### config.mk
export PLATFORM = sky130hd
export DESIGN_NAME = matadd_cmd_scheduler
export DESIGN_NICKNAME = d
export VERILOG_FILES = /design/src/rtl/matadd_cmd_scheduler_pkg.sv /design/src/rtl/matadd_cmd_scheduler_sync_fifo.sv /design/src/rtl/matadd_cmd_scheduler.sv
export SDC_FILE = /design/constraint.sdc
export NUM_CORES = 1
export LEC_CHECK = 0
export ABC_AREA = 0
export CORE_ASPECT_RATIO = 1.25
export CORE_MARGIN = 4
export CORE_UTILIZATION = 35
export CTS_BUF_LIST = sky130_fd_sc_hd__clkbuf_16
export DETAILED_ROUTE_END_ITERATION = 12
export MAX_ROUTING_LAYER = met4
export PLACE_DENSITY = 0.62
export SYNTH_ARGS = -nofsm -noshare
export SYNTH_HDL_FRONTEND = slang
export SYNTH_SLANG_ARGS = --single-unit
### constraint.sdc
create_clock -name clk -period 4 [get_ports clk]
set_input_delay 0.4 -clock clk [delete_from_list [all_inputs] [get_ports clk]]
set_output_delay 0.4 -clock clk [all_outputs]
set_load 0.05 [all_outputs]
### src/rtl/matadd_cmd_scheduler_pkg.sv
// Shared types for the MatrixAddEngine command scheduler: FSM states,
// completion status codes and the queued operand record.
package matadd_cmd_scheduler_pkg;

    localparam int SCHED_TIMEOUT_DEFAULT = 1024;

    typedef enum logic [2:0] {IDLE, ISSUE, WAIT, DRAIN, CPL} sched_state_e;

    typedef enum logic [1:0] {
        CPL_OK       = 2'd0,
        CPL_TIMEOUT  = 2'd1,
        CPL_ZERO_LEN = 2'd2
    } cpl_status_e;

    // The tag width is a per-instance parameter, so the tag travels beside
    // this record in the FIFO word instead of being a field of it.
    typedef struct packed {
        logic [31:0] baseA;
        logic [31:0] baseB;
        logic [31:0] baseC;
        logic [31:0] length;
    } matadd_cmd_t;

endpackage

### src/rtl/matadd_cmd_scheduler_sync_fifo.sv
// Single-clock FIFO with registered pointers and occupancy; the head word is
// read combinationally, so a word written this cycle is poppable next cycle.
module sync_fifo #(
    parameter int WIDTH = 8,
    parameter int DEPTH = 4
) (
    input  logic                       clk,
    input  logic                       rst_n,
    input  logic                       push,
    input  logic [WIDTH-1:0]           wdata,
    input  logic                       pop,
    output logic [WIDTH-1:0]           rdata,
    output logic                       full,
    output logic                       empty,
    output logic [$clog2(DEPTH):0]     count
);
    localparam int AW = $clog2(DEPTH);
    localparam int CW = AW + 1;

    logic [WIDTH-1:0] mem_q [DEPTH];
    logic [AW-1:0]    wr_ptr_q, wr_ptr_d, rd_ptr_q, rd_ptr_d;
    logic [CW-1:0]    count_q, count_d;
    logic             push_ok, pop_ok;

    assign full    = (count_q == CW'(DEPTH));
    assign empty   = (count_q == '0);
    assign count   = count_q;
    assign rdata   = mem_q[rd_ptr_q];
    assign push_ok = push && !full;
    assign pop_ok  = pop && !empty;

    // Pointers wrap naturally because DEPTH is a power of two.
    always_comb begin
        wr_ptr_d = wr_ptr_q;
        rd_ptr_d = rd_ptr_q;
        count_d  = count_q + CW'(push_ok) - CW'(pop_ok);
        if (push_ok) wr_ptr_d = wr_ptr_q + AW'(1);
        if (pop_ok)  rd_ptr_d = rd_ptr_q + AW'(1);
    end

    always_ff @(posedge clk or negedge rst_n) begin
        if (!rst_n) begin
            wr_ptr_q <= '0;
            rd_ptr_q <= '0;
            count_q  <= '0;
        end else begin
            wr_ptr_q <= wr_ptr_d;
            rd_ptr_q <= rd_ptr_d;
            count_q  <= count_d;
        end
    end

    always_ff @(posedge clk) begin
        if (push_ok) mem_q[wr_ptr_q] <= wdata;
    end

endmodule

### src/rtl/matadd_cmd_scheduler.sv
// Queues matrix-add commands, issues them one at a time to the engine with a
// start pulse, guards each run with a watchdog and returns tagged completions.
module matadd_cmd_scheduler
    import matadd_cmd_scheduler_pkg::*;
#(
    parameter int DEPTH   = 4,
    parameter int TAG_W   = 4,
    parameter int TIMEOUT = SCHED_TIMEOUT_DEFAULT
) (
    input  logic                      clk,
    input  logic                      rst_n,
    input  logic                      cmd_valid,
    output logic                      cmd_ready,
    input  logic [31:0]               cmd_baseA,
    input  logic [31:0]               cmd_baseB,
    input  logic [31:0]               cmd_baseC,
    input  logic [31:0]               cmd_length,
    input  logic [TAG_W-1:0]          cmd_tag,
    output logic                      eng_start,
    output logic [31:0]               eng_baseA,
    output logic [31:0]               eng_baseB,
    output logic [31:0]               eng_baseC,
    output logic [31:0]               eng_length,
    input  logic                      eng_busy,
    input  logic                      eng_done,
    output logic                      cpl_valid,
    input  logic                      cpl_ready,
    output logic [TAG_W-1:0]          cpl_tag,
    output logic [1:0]                cpl_status,
    output logic [$clog2(DEPTH):0]    q_count,
    output logic                      idle
);
    localparam int FW   = $bits(matadd_cmd_t) + TAG_W;
    localparam int WD_W = $clog2(TIMEOUT + 1);

    matadd_cmd_t      push_cmd, head_cmd, ops_q;
    logic [TAG_W-1:0] head_tag, cpl_tag_q;
    logic [FW-1:0]    head_data;
    logic             fifo_full, fifo_empty, pop;
    sched_state_e     state_q;
    cpl_status_e      cpl_status_q;
    logic             eng_start_q, cpl_valid_q;
    logic [WD_W-1:0]  wdog_q;

    assign push_cmd = '{baseA: cmd_baseA, baseB: cmd_baseB,
                        baseC: cmd_baseC, length: cmd_length};
    assign {head_cmd, head_tag} = head_data;
    assign pop = (state_q == IDLE) && !fifo_empty && !eng_busy;

    sync_fifo #(.WIDTH(FW), .DEPTH(DEPTH)) u_fifo (
        .clk   (clk),
        .rst_n (rst_n),
        .push  (cmd_valid && cmd_ready),
        .wdata ({push_cmd, cmd_tag}),
        .pop   (pop),
        .rdata (head_data),
        .full  (fifo_full),
        .empty (fifo_empty),
        .count (q_count)
    );

    // Gated by rst_n so every output reads 0 (idle aside) while reset is held.
    assign cmd_ready  = rst_n && !fifo_full;
    assign eng_start  = eng_start_q;
    assign eng_baseA  = ops_q.baseA;
    assign eng_baseB  = ops_q.baseB;
    assign eng_baseC  = ops_q.baseC;
    assign eng_length = ops_q.length;
    assign cpl_valid  = cpl_valid_q;
    assign cpl_tag    = cpl_tag_q;
    assign cpl_status = cpl_status_q;
    assign idle       = (q_count == '0) && (state_q == IDLE);

    always_ff @(posedge clk or negedge rst_n) begin
        if (!rst_n) begin
            state_q      <= IDLE;
            eng_start_q  <= 1'b0;
            ops_q        <= '0;
            cpl_valid_q  <= 1'b0;
            cpl_tag_q    <= '0;
            cpl_status_q <= CPL_OK;
            wdog_q       <= '0;
        end else begin
            eng_start_q <= 1'b0;
            case (state_q)
                IDLE: if (pop) begin
                    cpl_tag_q <= head_tag;
                    if (head_cmd.length == 32'd0) begin
                        cpl_status_q <= CPL_ZERO_LEN;
                        cpl_valid_q  <= 1'b1;
                        state_q      <= CPL;
                    end else begin
                        ops_q       <= head_cmd;
                        eng_start_q <= 1'b1;
                        state_q     <= ISSUE;
                    end
                end
                ISSUE: begin
                    wdog_q  <= '0;
                    state_q <= WAIT;
                end
                // done is tested first so it wins on the timeout cycle
                WAIT: if (eng_done) begin
                    cpl_status_q <= CPL_OK;
                    cpl_valid_q  <= 1'b1;
                    state_q      <= CPL;
                end else if (wdog_q == WD_W'(TIMEOUT - 1)) begin
                    cpl_status_q <= CPL_TIMEOUT;
                    state_q      <= DRAIN;
                end else begin
                    wdog_q <= wdog_q + WD_W'(1);
                end
                DRAIN: if (!eng_busy) begin
                    cpl_valid_q <= 1'b1;
                    state_q     <= CPL;
                end
                CPL: if (cpl_ready) begin
                    cpl_valid_q <= 1'b0;
                    state_q     <= IDLE;
                end
                default: state_q <= IDLE;
            endcase
        end
    end

endmodule

==> results of run 1 <==
[placed cells by master (no fill, tap or decap), drive strengths merged, types with 9 or more instances in the layout]
master / count
edfxtp: 528
clkdlybuf4s50: 277
dfrtp: 157
mux4: 132
mux2: 132
clkbuf: 73
buf: 45
clkinv: 33
inv: 25
nand2: 11
bufinv: 9
nor4: 9
[synthesized netlist by cell type, types with 8 or more instances]
library cell	count
edfxtp_1	528
dfrtp_1	157
mux4_2	132
mux2_1	98
mux2_2	34
clkbuf_1	27
nand2_1	11
buf_6	10
inv_1	10
nor4_1	8
[critical path, cell delays in order (launching register included)]
cell and delay, ns:
dfrtp_4 0.73, buf_4 0.31, mux4_2 0.37, nor4_1 0.53, nand4_1 0.32, o21ai_4 0.31, buf_12 0.26, buf_12 0.19
mux2_1 0.33
[metrics by stage]
stage	util (%)	hold WS [ns]	setup slack, ns	TNS [ns]
detailed placement	41.2	0.339	0.420	0
CTS	44.5	0.256	0.399	0
global route	44.5	0.268	0.308	0
floorplan	-	0.104	-0.0535	-28.26
finish	44.5	0.271	0.454	0
global placement	41.2	0.340	0.389	0
[layout make-up]
cell class / count / area (sq um)
fill: 6167 / 39800
antenna: 7 / 17.5
clock buffer: 73 / 1830
tap: 952 / 1190
sequential: 685 / 19800
inverter: 10 / 37.5
multi-input combinational: 375 / 5250
timing repair buffer: 323 / 3320
clock inverter: 59 / 564
[layer usage]
layer,global-route usage [%],share of wire [%],vias up
li1,-,-,5294
met2,25.4,52,332
met1,18.0,41,6433
met5,-,0,-
met4,4.49,1.9,0
met3,3.64,5.7,76
[registers in the layout, summed over array words and instances (netlist names)]
name	cells
wdog_q	11
state_q	3
eng_length	32
cpl_valid	1
eng_baseC	32
eng_start	1
u_fifo.wr_ptr_q	2
u_fifo.rd_ptr_q	2
u_fifo.mem_q	528
u_fifo.count	3
eng_baseB	32
cpl_tag	4
cpl_status	2
eng_baseA	32
[worst paths after layout]
check / slack [ns] / endpoint / from / cells past startpoint
max: 0.45 / eng_baseA[29] / u_fifo.rd_ptr_q[1] / 8
min: 0.27 / eng_length[29] / rst_n / 2
max reg2reg: 0.45 / eng_baseA[29] / u_fifo.rd_ptr_q[1] / 8
min reg2reg: 0.49 / eng_baseB[15] / eng_baseB[15] / 1
max in group asynchronous: 2.11 / u_fifo.rd_ptr_q[0] / rst_n / 4
min in group clk: 0.42 / u_fifo.mem_q[2][108] / cmd_baseA[8] / 1
[power by group through the flow]
stage / clock network, W / logic [W] / registers [W]
final: 0.00670 / 0.00887 / 0.00983
after global routing: 0.00722 / 0.00941 / 0.00995
after CTS: 0.00689 / 0.00909 / 0.00984
after detailed placement: 0 / 0.00906 / 0.00997
after global placement: 0 / 0.00899 / 0.00993
after floorplan: 0 / 0.00360 / 0.0122
[kinds of logic (layout without fill, tap and decap cells)]
group / after synthesis / after routing / synth area share (%)
DFF: 685 / 685 / 78.1
xor gates and xnor gates: 8 / 8 / 0.277
buffers and inverters: 57 / 465 / 1.22
and+or+nand+nor: 59 / 59 / 1.29
muxes: 267 / 267 / 17.7
adders and majority gates: 8 / 8 / 0.425
other: 0 / 7 / 0
AOI/OAI and AO/OA: 33 / 33 / 0.905
==> results_dict.tcl, run 1 <==
set metrics [dict create \
    fmax_mhz 282 \
    cap_violations 0 \
    fin_nets 1612 \
    placed_cells 2344 \
    clkLatencyLatePin_ns 0.61 \
    dieArea_sq_mm 0.0767 \
    vias_per_cell 4.89 \
    grt_pass1_vias 13298 \
    place.gp.congestion 0.743 \
    grt_antenna_before_repair 6 \
    crit_fanout 31 \
    worstSetupStartpointType "flop" \
    route.detailed.drc 0 \
    drt_wl_total_um 56100 \
    postPlaceCellArea_sq_mm 0.0296 \
    finClkSkew_ns 0.0157 \
    grt_use_total_pct 15.0 \
    drtIter0Drc 726 \
    p_total_w 0.0254 \
    synthToLayoutAreaGrowth_pct 26.4 \
    finalNonFillerCells 2484 \
    synth_seq_cells 685 \
    status "completed" \
    dieWidth_um 249 \
    p_leak_nw 11.0 \
    io_buffers 278 \
    postSynthCellCount 1117 \
    clock-sinks 685 \
    wl_per_cell_um 22.6 \
    cts_max_level 3 \
    synthArstFlopShare_pct 22.9 \
    synth-seq-area-share_pct 78.1 \
    cts_tree "yes" \
    criticalPathCategory "flop to flop" \
    core_area_sq_mm 0.0718 \
    synthFlopType "edfxtp_1" \
    grt_pass1_wl_um 84600 \
    pin_count 279 \
    cts_made_buffers 71 \
    rsz0062_at_grt "no" \
    clkTransAtPathRegs_ns 0.06 \
    relSlewSlack_pct 38.4 \
    synth.top_cell.area_share_pct 62.6 \
    p_clk_share_pct 26.4 \
    syn_nets 1263 \
    firstDrtPassIters 5 \
    slew_viol_final 0 \
    power.internal_w 0.0167 \
    final_area_sq_mm 0.0320 \
    die_h_um 309 \
    num_rows 110 \
    worstPathArrival_ns 4.03 \
    yosysWarnings 0 \
    min_period_ns 3.55 \
    num_vias 12135 \
    power.density_mw_per_mm2 793 \
    synth_edf_count 528 \
    grt_overflow_total 0 \
    grt_max_degree 71 \
    synthesis.area_sq_mm 0.0253 \
    swShare_pct 34.4 \
    switching_power_w 0.00873 \
    combPwrFrac_pct 34.9 \
    clock_path_buffers 3 \
    setup_viol 0 \
    finalHoldViolations 0 \
    drive_gt1_share_pct 21.6 \
    worst_ep_required_time_ns 4.48 \
    finalCritPeriodShare_pct 88.7 \
    ir_drop_v 0.000591 \
    ys_top_cells_by_area "edfxtp_1 63%, dfrtp_1 16%, mux4_2 12%" \
    syn_area_per_cell_sq_um 22.7 \
    hpwl_um 35000 \
    hold_buffers 1 \
    initial_core_util_pct 35.2 \
    hold_path.class "primary input to async pin" \
    cts_setup_buffers 0 \
    end_kind "flop" \
    ant_nets 0 \
    synth.largest_area_cell "edfxtp_1" \
    worst_slew_pin_slew_ns 0.917 \
    cts_resized 0 \
    seq_power_share_pct 38.7 \
    cts_root_buf "clkbuf_16" \
    synth_cell_type_count 46 \
]
Power figures use the tool's default switching activity.
==> inputs of run 2 (changes only) <==
Settings changed: SETUP_SLACK_MARGIN set to 0.05.
==> results of run 2 <==
Same layout as run 1: the final DEF is identical, and so are final timing and power.
